<file path="src/rtl/serial_addsub_pkg.sv">
// Shared types and helpers for the bit-serial adder/subtractor.
package serial_addsub_pkg;

    // Operation sequencing states.
    typedef enum logic [1:0] {
        IDLE = 2'd0,
        RUN  = 2'd1,
        DONE = 2'd2
    } state_t;

    // Bit-counter width; at least one bit so WIDTH=1 still has a counter.
    function automatic int unsigned cnt_width(input int unsigned w);
        return (w > 1) ? $clog2(w) : 1;
    endfunction

endpackage

</file>
<file path="src/rtl/serial_addsub_full_adder_cell.sv">
// Single-bit full adder shared by add and subtract.
module full_adder_cell (
    input  logic a,
    input  logic b,
    input  logic ci,
    output logic sum,
    output logic c
);

    // Sum and carry of one bit position.
    always_comb begin
        sum = a ^ b ^ ci;
        c   = (a & b) | (ci & (a ^ b));
    end

endmodule

</file>
<file path="src/rtl/serial_addsub.sv">
// Bit-serial adder/subtractor, LSB first, one bit per clock.
// Optional macro SERIAL_ADDSUB_OVF_EN enables signed-overflow reporting;
// without it ovf is tied low.
module serial_addsub
    import serial_addsub_pkg::*;
#(
    parameter int unsigned WIDTH = 8
) (
    input  logic             clk,
    input  logic             rst,
    input  logic             start,
    input  logic             sub,
    input  logic [WIDTH-1:0] a,
    input  logic [WIDTH-1:0] b,
    output logic             busy,
    output logic             done,
    output logic [WIDTH-1:0] result,
    output logic             cout,
    output logic             ovf
);

    localparam int unsigned    CW   = cnt_width(WIDTH);
    localparam logic [CW-1:0]  LAST = CW'(WIDTH - 1);

    state_t           state;
    logic [WIDTH-1:0] a_sr;
    logic [WIDTH-1:0] b_sr;
    logic             carry;
    logic [CW-1:0]    cnt;
    logic             fa_s;
    logic             fa_c;
    logic [WIDTH-1:0] result_next;

    full_adder_cell u_fa (
        .a   (a_sr[0]),
        .b   (b_sr[0]),
        .ci  (carry),
        .sum (fa_s),
        .c   (fa_c)
    );

    // New sum bit enters the result at the MSB end.
    always_comb begin
        result_next            = result >> 1;
        result_next[WIDTH-1]   = fa_s;
    end

    // Sequencer, operand shift registers, carry and registered outputs.
    always_ff @(posedge clk) begin
        if (rst) begin
            state  <= IDLE;
            a_sr   <= '0;
            b_sr   <= '0;
            carry  <= 1'b0;
            cnt    <= '0;
            busy   <= 1'b0;
            done   <= 1'b0;
            result <= '0;
            cout   <= 1'b0;
            ovf    <= 1'b0;
        end else begin
            case (state)
                IDLE: begin
                    done <= 1'b0;
                    if (start) begin
                        a_sr  <= a;
                        b_sr  <= sub ? ~b : b;
                        carry <= sub;
                        cnt   <= '0;
                        busy  <= 1'b1;
                        state <= RUN;
                    end
                end
                RUN: begin
                    result <= result_next;
                    a_sr   <= a_sr >> 1;
                    b_sr   <= b_sr >> 1;
                    carry  <= fa_c;
                    cnt    <= cnt + CW'(1);
                    if (cnt == LAST) begin
                        busy  <= 1'b0;
                        done  <= 1'b1;
                        cout  <= fa_c;
`ifdef SERIAL_ADDSUB_OVF_EN
                        ovf   <= carry ^ fa_c;
`else
                        ovf   <= 1'b0;
`endif
                        state <= DONE;
                    end
                end
                DONE: begin
                    done  <= 1'b0;
                    state <= IDLE;
                end
                default: begin
                    busy  <= 1'b0;
                    done  <= 1'b0;
                    state <= IDLE;
                end
            endcase
        end
    end

endmodule

</file>
<file path="config.mk">
export PLATFORM = sky130hd
export DESIGN_NAME = serial_addsub
export DESIGN_NICKNAME = d
export VERILOG_FILES = /design/src/rtl/serial_addsub_pkg.sv /design/src/rtl/serial_addsub_full_adder_cell.sv /design/src/rtl/serial_addsub.sv
export SDC_FILE = /design/constraint.sdc
export NUM_CORES = 1
export LEC_CHECK = 0
export BUFFER_PORTS_ARGS = -buffer_cell sky130_fd_sc_hd__buf_2
export CAP_MARGIN = 20
export CELL_PAD_IN_SITES_DETAIL_PLACEMENT = 0
export CELL_PAD_IN_SITES_GLOBAL_PLACEMENT = 1
export CORE_MARGIN = 5
export CORE_UTILIZATION = 28
export DETAILED_ROUTE_END_ITERATION = 8
export PLACE_DENSITY_LB_ADDON = 0.08
export RECOVER_POWER = 25
export SYNTH_ARGS = -nofsm -noshare
export SYNTH_HDL_FRONTEND = slang
export SYNTH_HIERARCHICAL = 1
export SYNTH_SLANG_ARGS = --single-unit
</file>
<file path="constraint.sdc">
create_clock -name clk -period 2.8 [get_ports clk]
set_clock_uncertainty 0.2 [all_clocks]
set_input_delay 0.28 -clock clk [delete_from_list [all_inputs] [get_ports clk]]
set_output_delay 0.28 -clock clk [all_outputs]
set_load 0.01 [all_outputs]
</file>
==> flow_summary_export.csv <==
group,metric,value,unit
timing,worst_pin_slew,0.682,ns
global_route,grt_pass1_vias,1219,
clock_tree,cts_buffers,5,
worst_setup_path,end_kind,"flip-flop",
clock_tree,cts-hold-fix-buffers,0,
placement,port_buffers,30,
global_route,grt_max_degree,35,
synth,synth.avg_cell_area,9.17,um^2
worst_setup_path,critical_path_class,"flip-flop to flip-flop",
placement,dp.cells,250,
placement,routabilityCongestion,0.733,
synth,yosysSeqAreaShare,44.2,%
timing,slew_headroom,54.5,%
worst_setup_path,worstPathArrival,1.99,ns
global_route,grt_use_met3,3.86,%
routing,wl,3360,um
worst_setup_path,crit_fanout,15,
finish,num_antenna_cells,0,
clock_tree,htreeDepth,2,
placement,placed_area,1660,um^2
placement,place_ws,0.825,ns
worst_setup_path,required,2.79,ns
worst_setup_path,cp.buffers_inverters,1,
outcome,outcome,"finished, final reports clean",
routing,ant_nets,0,
clock_tree,cts-resized-gates,0,
timing,setup_viol,0,
clock_tree,insertion_delay,0.28,ns
timing,final-max-slew-violation-count,0,
finish,nNetsFinal,210,
routing,drt_iter0_drc,53,
timing,tns,0,ns
worst_setup_path,slowest_delay,0.67,ns
worst_setup_path,critPathLaunchType,"flip-flop",
timing,min_period_over_period,71.2,%
job,drv_cap,0,
clock_tree,cts_max_path_buffers,2,
timing,fin_crit,1.99,ns
synth,yosysUniqueCellTypes,34,
synth,synthCells,163,
global_route,met2_usage,15.8,%
timing,maxClockFrequency,0.502,GHz
routing,viasPerCell,4.78,
global_route,top_usage_layer,"met2",
finish,drive_gt1_share,18.7,%
floorplan,core,5140,um^2
finish,fin_cells,257,
global_route,grt_overflow,0,
clock_tree,cts_root_buf,"clkbuf_8",
global_route,met1_usage,12.3,%
synth,ys_seq_elements,33,
power_and_ir_drop,p_leak,0.644,nW
clock_tree,cts_tree,"yes",
floorplan,pin_count,32,
worst_setup_path,cp_cell_sequence,"nor2b_1, buf_4, nor2_1, a211oi_1",
clock_tree,post_cts_buffers,0,
timing,timing.final.ws_setup,0.807,ns
routing,wire_per_inst,13.1,um
floorplan,fp-row-count,26,
floorplan,start_util,29.1,%
routing,num_vias,1229,
finish,n_fill_cell,569,
routing,remaining_drc_errors,0,
global_route,antenna_found_initial,0,
synth,ys.warnings.count,6,
power_and_ir_drop,ir_worst_vdd,181,uV
timing,finalHoldViolCount,0,
clock_tree,cts_sinks,33,
clock_tree,path_clk_slew,0.07,ns
finish,mostFrequentLayoutCells,"dfxtp_1 (33), nand2_1 (20), nor2_1 (19), buf_2 (19), clkbuf_1 (12)",
timing,rsz0062_at_grt,"no",
global_route,grt_first_pass_wirelength,5690,um
finish,final_area,1730,um^2
placement,dpl.hpwl,2360,um
floorplan,die_h,83.0,um
synth,netlist_area,1490,um^2
routing,dr.pass1.iters,4,
floorplan,fp.dieW,83.0,um
floorplan,die_area,6900,um^2
hold_path,hp-class,"primary input to flip-flop",
synth,syn-num-nets,186,
finish,final_common_cell,"dfxtp_1",
worst_setup_path,slowest_stage,"dfxtp_1",
worst_setup_path,crit_family,"flip-flops",
global_route,grtUsageTotal,9.98,%
power_and_ir_drop,cellPowerDensity,582,nW/um^2
finish,area_growth,15.8,%
[power by group]
group	internal [mW]	switching, mW
clock	0.195	0.162
sequential	0.498	0.0223
combinational	0.0585	0.0723
[metal layers]
| metal | vias to the layer above | routed length [um] |
|---|---|---|
| met1 | 577 | 1540 |
| met2 | 34 | 1570 |
| met4 | 0 | 48 |
| li1 | 613 | - |
| met5 | - | 0 |
| met3 | 5 | 195 |
[registers in the layout, indices dropped and copies added, names as in the netlist]
signal / count
a_sr: 8
b_sr: 8
result: 8
cnt: 3
state: 2
busy: 1
carry: 1
cout: 1
done: 1
[worst register-to-register path, cell delays in order, from the launching register on]
cell and delay, ns:
dfxtp_1 0.67, nor2b_1 0.52, buf_4 0.28, nor2_1 0.05, a211oi_1 0.19
[kinds of logic (layout without fill, tap and decap cells)]
group                      after synthesis  after routing  share of synthesized area (%)
AOI/OAI and AO/OA                       50             50                           26.4
xor gates and xnor gates                 8              8                           4.69
adders and majority gates                3              3                           3.01
buffers and inverters                   17             41                           6.20
DFF                                     33             33                           44.2
muxes                                    1              1                          0.670
other                                    1              1                          0.251
and+or+nand+nor                         50             50                           14.6
[cell usage after synthesis (all sizes together)]
| master | number | area, um^2 |
|---|---|---|
| inv | 3 | 11.3 |
| nor2 | 19 | 71.3 |
| o2bb2ai | 6 | 52.6 |
| a211oi | 9 | 67.6 |
| a22oi | 10 | 75.1 |
| buf | 11 | 70.1 |
| o21bai | 1 | 11.3 |
| a21o | 1 | 7.51 |
| fa | 1 | 20.0 |
| or3 | 1 | 6.26 |
| dfxtp | 33 | 661 |
| o21ai | 2 | 10.0 |
| nand2b | 3 | 18.8 |
| nor2b | 2 | 12.5 |
| conb | 1 | 3.75 |
| nor3 | 1 | 5.00 |
| nand2 | 20 | 75.1 |
| a221oi | 1 | 8.76 |
| xor2 | 1 | 8.76 |
| ha | 2 | 25.0 |
| o21ba | 1 | 10.0 |
| nor3b | 2 | 15.0 |
| a21oi | 9 | 45.0 |
| clkbuf | 3 | 11.3 |
| mux2i | 1 | 10.0 |
| or2 | 1 | 6.26 |
| o22ai | 10 | 106 |
| nand3b | 1 | 7.51 |
| xnor2 | 7 | 61.3 |
[path summary, 6_finish.rpt]
check / startpoint / to / slack, ns / depth (start not counted)
max: state[0] / cnt[0] / 0.81 / 4
max reg2reg: state[0] / cnt[0] / 0.81 / 4
min: b[6] / b_sr[6] / 0.08 / 3
min reg2reg: result[0] / result[0] / 0.26 / 2
[cell type report]
cell class / instances / area, um^2 / area share [%]
Multi-Input combinational cell: 113 / 741 / 42.8
Sequential cell: 33 / 661 / 38.2
Timing Repair Buffer: 31 / 144 / 8.32
Tap cell: 70 / 87.6 / 5.06
Clock buffer: 7 / 86.3 / 4.99
Inverter: 3 / 11.3 / 0.651
[stage by stage]
step	hold WS [ns]	util (%)	power [mW]
after floorplan	0.240	-	0.630
after global placement	0.242	32.3	0.661
after detailed placement	0.255	32.3	0.665
after CTS	0.0680	33.9	1.03
after global routing	0.0699	33.7	1.07
final	0.0785	33.7	1.01
No activity file was read; power rests on OpenSTA's default activity.
